[config.mk]
export PLATFORM = sky130hd
export DESIGN_NAME = pri_rv32_writeback
export DESIGN_NICKNAME = d
export VERILOG_FILES = /design/src/rtl/pri_rv32_writeback_pkg.sv /design/src/rtl/pri_rv32_load_align.sv /design/src/rtl/pri_rv32_writeback.sv
export SDC_FILE = /design/constraint.sdc
export NUM_CORES = 1
export LEC_CHECK = 0
export CORE_ASPECT_RATIO = 0.9
export CORE_UTILIZATION = 52
export CTS_CLUSTER_DIAMETER = 100
export CTS_CLUSTER_SIZE = 40
export DETAILED_ROUTE_END_ITERATION = 12
export PLACE_DENSITY = 0.88
export SYNTH_ARGS = -nofsm -noshare
export SYNTH_HDL_FRONTEND = slang
export SYNTH_SLANG_ARGS = --single-unit
[constraint.sdc]
create_clock -name clk_in -period 4.7 [get_ports clk_in]
set_input_delay 0.47 -clock clk_in [delete_from_list [all_inputs] [get_ports clk_in]]
set_output_delay 0.47 -clock clk_in [all_outputs]
set_load 0.005 [all_outputs]
[src/rtl/pri_rv32_writeback_pkg.sv]
// pri_rv32_writeback_pkg: shared constants for the RV32 write-back slice.
// Holds the datapath/index widths, load funct3 codes and the load FSM state encoding.
package pri_rv32_writeback_pkg;

   localparam int WB_DATA_W  = 32;
   localparam int WB_RADDR_W = 5;

   localparam logic [2:0] F3_LB  = 3'b000;
   localparam logic [2:0] F3_LH  = 3'b001;
   localparam logic [2:0] F3_LW  = 3'b010;
   localparam logic [2:0] F3_LBU = 3'b100;
   localparam logic [2:0] F3_LHU = 3'b101;

   typedef enum logic {
      ST_IDLE    = 1'b0,
      ST_LD_WAIT = 1'b1
   } wb_state_e;

endpackage

[src/rtl/pri_rv32_load_align.sv]
// pri_rv32_load_align: combinational load data extraction and extension.
// Ports: i_rdata raw word, i_funct3 load type, i_addr_lo byte offset -> o_data extended value.
module pri_rv32_load_align
   import pri_rv32_writeback_pkg::*;
(
   input  logic [31:0] i_rdata,
   input  logic [2:0]  i_funct3,
   input  logic [1:0]  i_addr_lo,
   output logic [31:0] o_data
);

   logic [7:0]  w_byte;
   logic [15:0] w_half;

   always_comb begin
      w_byte = i_rdata[7:0];
      unique case (i_addr_lo)
         2'd0: w_byte = i_rdata[7:0];
         2'd1: w_byte = i_rdata[15:8];
         2'd2: w_byte = i_rdata[23:16];
         2'd3: w_byte = i_rdata[31:24];
         default: w_byte = i_rdata[7:0];
      endcase
   end

   // Offset 1 takes the middle half; offset 3 has no full half left, so it
   // falls back to the upper half.
   always_comb begin
      w_half = i_rdata[15:0];
      unique case (i_addr_lo)
         2'd0: w_half = i_rdata[15:0];
         2'd1: w_half = i_rdata[23:8];
         default: w_half = i_rdata[31:16];
      endcase
   end

   // Reserved funct3 codes fall through to a full-word load.
   always_comb begin
      o_data = i_rdata;
      unique case (i_funct3)
         F3_LB:   o_data = {{24{w_byte[7]}}, w_byte};
         F3_LBU:  o_data = {24'h0, w_byte};
         F3_LH:   o_data = {{16{w_half[15]}}, w_half};
         F3_LHU:  o_data = {16'h0, w_half};
         default: o_data = i_rdata;
      endcase
   end

endmodule

[src/rtl/pri_rv32_writeback.sv]
// pri_rv32_writeback: RV32 write-back stage driving the register file write port.
// Ports: ex_* execute results (valid/ready), ld_* load issue/return and pending info,
// rf_* registered write port. Optional PRI_WB_MISALIGN_EN adds ld_misalign_o.
module pri_rv32_writeback
   import pri_rv32_writeback_pkg::*;
#(
   parameter int DATA_W  = WB_DATA_W,
   parameter int RADDR_W = WB_RADDR_W
)
(
   input  logic               clk_in,
   input  logic               rst_n,
   input  logic               ex_valid_i,
   output logic               ex_ready_o,
   input  logic               ex_we_i,
   input  logic [RADDR_W-1:0] ex_rd_i,
   input  logic [DATA_W-1:0]  ex_data_i,
   input  logic               ld_issue_i,
   output logic               ld_ready_o,
   input  logic [RADDR_W-1:0] ld_rd_i,
   input  logic [2:0]         ld_funct3_i,
   input  logic [1:0]         ld_addr_lo_i,
   input  logic               ld_rvalid_i,
   input  logic [DATA_W-1:0]  ld_rdata_i,
   output logic               ld_pending_o,
   output logic [RADDR_W-1:0] ld_pend_rd_o,
   output logic               rf_we_o,
   output logic [RADDR_W-1:0] rf_waddr_o,
   output logic [DATA_W-1:0]  rf_wdata_o
`ifdef PRI_WB_MISALIGN_EN
   ,
   output logic               ld_misalign_o
`endif
);

   wb_state_e          r_state;
   logic [RADDR_W-1:0] r_ld_rd;
   logic [2:0]         r_ld_f3;
   logic [1:0]         r_ld_lo;

   logic               r_sk_v;
   logic               r_sk_we;
   logic [RADDR_W-1:0] r_sk_rd;
   logic [DATA_W-1:0]  r_sk_data;

   logic               r_rf_we;
   logic [RADDR_W-1:0] r_rf_waddr;
   logic [DATA_W-1:0]  r_rf_wdata;

   logic               w_waw;
   logic               w_ex_xfer;
   logic               w_ex_wen;
   logic               w_ld_ret;
   logic               w_issue;
   logic [DATA_W-1:0]  w_ld_data;

   assign ld_pending_o = (r_state == ST_LD_WAIT);
   assign ld_ready_o   = (r_state == ST_IDLE);
   assign ld_pend_rd_o = r_ld_rd;

   // Holding back an ex write to the load's rd keeps the older load from
   // overwriting the younger result.
   assign w_waw = ld_pending_o & ex_we_i
                & (ex_rd_i == r_ld_rd) & (ex_rd_i != '0);
   assign ex_ready_o = ~r_sk_v & ~w_waw;
   assign w_ex_xfer  = ex_valid_i & ex_ready_o;
   assign w_ex_wen   = ex_we_i & (ex_rd_i != '0);
   assign w_ld_ret   = ld_pending_o & ld_rvalid_i;

`ifdef PRI_WB_MISALIGN_EN
   logic w_is_half;
   logic w_is_word;
   assign w_is_half = (ld_funct3_i == F3_LH) | (ld_funct3_i == F3_LHU);
   assign w_is_word = ~w_is_half
                    & (ld_funct3_i != F3_LB) & (ld_funct3_i != F3_LBU);
   assign ld_misalign_o = ld_issue_i
                        & ((w_is_half & ld_addr_lo_i[0])
                        |  (w_is_word & (ld_addr_lo_i != 2'd0)));
   assign w_issue = ld_ready_o & ld_issue_i & ~ld_misalign_o;
`else
   assign w_issue = ld_ready_o & ld_issue_i;
`endif

   pri_rv32_load_align u_align (
      .i_rdata   (ld_rdata_i),
      .i_funct3  (r_ld_f3),
      .i_addr_lo (r_ld_lo),
      .o_data    (w_ld_data)
   );

   always_ff @(posedge clk_in) begin
      if (!rst_n) begin
         r_state    <= ST_IDLE;
         r_ld_rd    <= '0;
         r_ld_f3    <= '0;
         r_ld_lo    <= '0;
         r_sk_v     <= 1'b0;
         r_sk_we    <= 1'b0;
         r_sk_rd    <= '0;
         r_sk_data  <= '0;
         r_rf_we    <= 1'b0;
         r_rf_waddr <= '0;
         r_rf_wdata <= '0;
      end else begin
         unique case (r_state)
            ST_IDLE: begin
               if (w_issue) begin
                  r_state <= ST_LD_WAIT;
                  r_ld_rd <= ld_rd_i;
                  r_ld_f3 <= ld_funct3_i;
                  r_ld_lo <= ld_addr_lo_i;
               end
            end
            ST_LD_WAIT: begin
               if (ld_rvalid_i) r_state <= ST_IDLE;
            end
            default: r_state <= ST_IDLE;
         endcase

         r_rf_we <= 1'b0;
         if (w_ld_ret) begin
            r_rf_we    <= (r_ld_rd != '0);
            r_rf_waddr <= r_ld_rd;
            r_rf_wdata <= w_ld_data;
            // Colliding ex result parks in the skid for the next cycle.
            if (w_ex_xfer) begin
               r_sk_v    <= 1'b1;
               r_sk_we   <= w_ex_wen;
               r_sk_rd   <= ex_rd_i;
               r_sk_data <= ex_data_i;
            end
         end else if (r_sk_v) begin
            r_rf_we    <= r_sk_we;
            r_rf_waddr <= r_sk_rd;
            r_rf_wdata <= r_sk_data;
            r_sk_v     <= 1'b0;
         end else if (w_ex_xfer) begin
            r_rf_we    <= w_ex_wen;
            r_rf_waddr <= ex_rd_i;
            r_rf_wdata <= ex_data_i;
         end
      end
   end

   assign rf_we_o    = r_rf_we;
   assign rf_waddr_o = r_rf_waddr;
   assign rf_wdata_o = r_rf_wdata;

endmodule
; Word-level counts from Yosys, hierarchy flattened
; Cells that the tools add are included.
[totals]
ff_bits = 88
out_inout_bits = 46
[op_classes]
n_eq_ne = 7
n_bitwise = 11
reduce_logical = 8
mux = 15
[ops]
columns = operator, n
row1 = case mux 32 bit (4 select lines), 1
row2 = 2-to-1 mux 32 bit, 3
row3 = case mux 16 bit (2 select lines), 1
row4 = case mux 8 bit (4 select lines), 1
row5 = 2-to-1 mux 5 bit, 3
row6 = nonzero test 5 bit, 2
row7 = AND 1 bit, 8
row8 = "== test 3 bit, second input constant", 2
row9 = AND reduction 2 bit, 3
row10 = == test 5 bit, 1
row11 = 2-to-1 mux 1 bit, 5
row12 = "== test 2 bit, second input constant", 2
row13 = "== test 3 x 1 -> 1 bit, second input constant", 1
row14 = zero test 3 bit, 1
row15 = inverter 1 bit, 3
row16 = nonzero test 3 bit, 1
row17 = "== test 2 x 1 -> 1 bit, second input constant", 1
row18 = zero test 2 bit, 1
row19 = case mux 1 bit (2 select lines), 1

; Logic depth before layout (Yosys ltp)
[logic_depth]
word_depth = 9
ltp_mapped = 8

; Modules after synthesis
; A second synthesis with hierarchy kept.
[hier_totals]
cells_unflattened = 628
hier_area_um2 = 5049.8
[by_module_without_submodules]
columns = mod, cells_per_inst, seq_area_each_um2, area_per_inst_um2, instances
row1 = pri_rv32_writeback, 497, 1761.7, 4205.3, 1
row2 = pri_rv32_load_align, 131, 0.0, 844.6, 1

; Least setup slack after synthesis
; Ideal clock, no wire load.
[synth_path]
path_type = input -> register
from = in ex_rd_i[2]
to = reg r_rf_wdata[21], in the netlist rf_wdata_o[21]
setup_ns = 0.119
required_time_ns = 4.581
path_buffers = 2
arrival_ns = 1.956
path_stages = 7
slack_ns = 2.626
cell_sequence = xnor2_1 -> nand4_2 -> o31a_2 -> or3_1 -> buf_2 -> buf_4 -> o221a_1
[synth_between]
elab_chain_len = 7
[synth_lines]
columns = item, line
row1 = "start, declared", pri_rv32_writeback.sv:16  ; input logic [RADDR_W-1:0] ex_rd_i,
row2 = == test 5 bit, pri_rv32_writeback.sv:64  ; & (ex_rd_i == r_ld_rd) & (ex_rd_i != '0);
row3 = AND 1 bit, pri_rv32_writeback.sv:64
row4 = AND 1 bit *, pri_rv32_writeback.sv:64
row5 = inverter 1 bit *, pri_rv32_writeback.sv:65  ; assign ex_ready_o = ~r_sk_v & ~w_waw;
row6 = AND 1 bit *, pri_rv32_writeback.sv:65
row7 = AND 1 bit *, pri_rv32_writeback.sv:66  ; assign w_ex_xfer = ex_valid_i & ex_ready_o;
row8 = nonzero test 3 bit (no line) *, n/a
row9 = "end signal, assigned", pri_rv32_writeback.sv:124  ; r_rf_wdata <= w_ld_data;
row10 = "end signal, assigned", pri_rv32_writeback.sv:135  ; r_rf_wdata <= r_sk_data;
row11 = "end signal, assigned", pri_rv32_writeback.sv:140  ; r_rf_wdata <= ex_data_i;
row12 = "end, declared", pri_rv32_writeback.sv:48  ; logic [DATA_W-1:0] r_rf_wdata;
; Mark *: on every way between the ends. The rest lies on a longest branch, timed or not.
; A chain may end at the register's enable or synchronous reset.

; Worst setup path after layout
[layout_path]
from = in ex_rd_i[0]
to = out ex_ready_o
[layout_between]
elab_chain_len = 5
[layout_lines]
columns = item, line
row1 = == test 5 bit, pri_rv32_writeback.sv:64
row2 = AND 1 bit, pri_rv32_writeback.sv:64
row3 = AND 1 bit *, pri_rv32_writeback.sv:64
row4 = inverter 1 bit *, pri_rv32_writeback.sv:65
row5 = AND 1 bit *, pri_rv32_writeback.sv:65
row6 = "end, declared", pri_rv32_writeback.sv:14  ; output logic ex_ready_o,
; Marks and branches as above.

==> results.py <==
metrics = {
    "logic_synthesis": {
        "synth_top_area_frac": 0.373,
        "syn-instance-count": 508,
        "async_flop_share": 0,
        "ys_ff_latch": 88,
        "synth_nets": 593,
        "netlist-cell-type-count": 47,
        "yosys_warnings": 0,
        "syn_area_mm2": 0.00472,
        "synth_edf_count": 0,
        "syn_area_per_cell_um2": 9.29,
        "yosys-top-cells-area": "dfxtp_1 (37%), mux2i_1 (19%), nor2b_1 (5.2%)",
        "yosysSeqAreaShare": 0.373,
        "yosysTopAreaCell": "dfxtp_1",
        "synth_flop_cell": "dfxtp_1",
    },
    "timing": {
        "min_period_ns": 2.93,
        "worst_slack_ns": 1.77,
        "whs_ns": 0.460,
        "period_share": 0.623,
        "tns_ns": 0,
        "fmax_mhz": 342,
        "finClkSkew_ns": 0.0105,
        "rsz0062_at_grt": "no",
        "slew_headroom": 0.218,
        "final_hold_viol_count": 0,
        "report.final.slew_viol_count": 0,
        "setup_viol": 0,
        "worstMarginPinSlew_ns": 1.17,
    },
    "drt": {
        "routedWlPerCell_um": 18.5,
        "ant_nets": 0,
        "dr.pass1.iters": 5,
        "drc_errors": 0,
        "routed-via-count": 4353,
        "vias_per_cell": 5.92,
        "wirelength_um": 13600,
        "drt-initial-drc-count": 266,
    },
    "place": {
        "place_area_mm2": 0.00603,
        "dp_cells": 719,
        "portBuffers": 130,
        "place.gp.congestion": 0.889,
        "dp_hpwl_um": 9870,
        "place_ws_ns": 1.48,
    },
    "floorplanning": {
        "coreArea_mm2": 0.00869,
        "fp.dieArea_mm2": 0.00946,
        "start_util": 0.543,
        "die_y_um": 92.4,
        "io_pins": 131,
        "die_width_um": 102,
        "rows": 32,
    },
    "job": {
        "maxCapViolCount": 0,
    },
    "worst_setup_path": {
        "crit_type": "in2out",
        "critical_path.max_fanout": 6,
        "end_kind": "output port",
        "cp.arrival_ns": 2.46,
        "critPathCapture": "ex_ready_o",
        "startpoint_type": "input port",
        "crit_required_ns": 4.23,
        "reg2reg_depth": 5,
        "setup.worst_path.start": "ex_rd_i[0]",
        "r2r_end": "rf_wdata_o[12]",
        "rr_startpoint": "r_ld_lo[0]",
        "reg2reg_slack_ns": 2.12,
    },
    "cells_and_area": {
        "area_growth_pct": 32.2,
        "final_cells": 735,
        "layout-drive-gt1-share": 0.0617,
        "final_common_cell": "clkdlybuf4s50_1",
        "final_core_utilization": 0.718,
        "final_nets": 696,
        "layout_common_cells": "clkdlybuf4s50_1 (129), mux2i_1 (89), dfxtp_1 (87)",
        "antenna_cells": 0,
        "design_area_mm2": 0.00624,
    },
    "power_and_ir_drop": {
        "total_leakage_power_nw": 2.41,
        "pwr_density_cell_mw_per_mm2": 288,
        "ir_worst_vdd_uv": 197,
        "power_mw": 1.80,
    },
    "cts": {
        "clock-sinks": 88,
        "post_cts_buffers": 0,
        "cts_buffers": 9,
        "cts_resized": 0,
        "cts_root_buffer": "clkbuf_8",
        "clk_transition_reported_paths_ns": 0.08,
        "htreeDepth": 3,
        "cts_tree": "done",
        "clk_path_buf_depth": 2,
        "hold_buffers": 0,
        "clk-insertion-delay-late_ns": 0.36,
    },
    "global_route": {
        "antenna_found_initial": 0,
        "grt_overflow": 0,
        "grt_start_max_net_pins": 66,
        "grt_pass1_vias": 4115,
        "grt_first_pass_wirelength_um": 20800,
        "grt_usage": 0.284,
    },
    "status": {
        "status": "finished clean",
    },
    "min_path": {
        "hp-class": "reg2reg",
    },
}
[worst max-delay path: stages]
cell and delay (ns):
clkdlybuf4s50_1 0.48, or4_4 0.57, o21ai_4 0.23, nor3_1 0.11
nor2_1 0.09, clkdlybuf4s50_1 0.50
[state kept, by name, indices dropped and copies added (netlist names)]
register,count
r_sk_v,1
r_sk_we,1
ld_pending_o,1
r_sk_data,32
ld_pend_rd_o,5
r_ld_lo,2
r_sk_rd,5
rf_wdata_o,32
rf_we_o,1
r_ld_f3,3
rf_waddr_o,5
[cells by family after synthesis]
| logic type | after synthesis | synth area share |
|---|---|---|
| muxes | 99 | 0.215 |
| buffers and inverters | 47 | 0.0451 |
| and+or+nand+nor | 146 | 0.164 |
| DFF | 88 | 0.373 |
| xor gates and xnor gates | 5 | 0.00928 |
| AOI/OAI and AO/OA | 123 | 0.194 |
[worst min-delay path by stage]
stage | start | endpoint | slack (ns) | cells past startpoint
finish | rf_wdata_o[11] | rf_wdata_o[11] | 0.46 | 2
global route | rf_wdata_o[10] | rf_wdata_o[10] | 0.47 | 2
CTS | rf_wdata_o[11] | rf_wdata_o[11] | 0.46 | 2
detailed placement | rf_wdata_o[11] | rf_wdata_o[11] | 0.45 | 2
global placement | r_sk_we | r_sk_we | 0.44 | 2
floorplan | r_sk_we | r_sk_we | 0.44 | 2
[Yosys cell counts, types with 2 or more instances]
| master | number |
|---|---|
| a21boi_0 | 17 |
| a21oi_1 | 33 |
| a2bb2oi_1 | 7 |
| a31oi_1 | 2 |
| a32oi_1 | 5 |
| and2_1 | 2 |
| and3_1 | 2 |
| buf_1 | 5 |
| buf_2 | 5 |
| buf_4 | 2 |
| buf_6 | 3 |
| clkbuf_1 | 29 |
| dfxtp_1 | 88 |
| inv_1 | 3 |
| mux2_2 | 9 |
| mux2i_1 | 89 |
| nand2_1 | 50 |
| nand2b_1 | 15 |
| nand3_1 | 9 |
| nand4_1 | 8 |
| nor2_1 | 5 |
| nor2b_1 | 39 |
| nor3_1 | 3 |
| o211ai_1 | 8 |
| o21a_1 | 2 |
| o21ai_0 | 7 |
| o221a_1 | 15 |
| o221ai_1 | 7 |
| o22ai_1 | 8 |
| o31ai_1 | 2 |
| or3_1 | 9 |
| xnor2_1 | 5 |
[cell type report]
cell class / count / area [um2]
flip-flops and latches: 88 / 1760
multi-input cells: 373 / 2760
clock inverters: 3 / 65.1
repair buffers: 136 / 1340
inverters: 3 / 11.3
well taps: 119 / 149
fillers: 677 / 2450
clock buffers: 13 / 149
[metal layers]
layer  wire length, um  share of wire  vias to the layer above  GRT usage
met4               236          0.017                        0     0.0869
li1                  -              -                     2068          -
met3              1020          0.075                       27     0.0506
met1              5930           0.44                     2059      0.382
met5                 0              0                        -          0
met2              6430           0.47                      199      0.458
[power by group]
group / internal, mW / switching [mW]
combinational: 0.213 / 0.160
sequential: 0.791 / 0.0474
clock: 0.315 / 0.271
total: 1.32 / 0.479
Power figures use the tool's default switching activity.
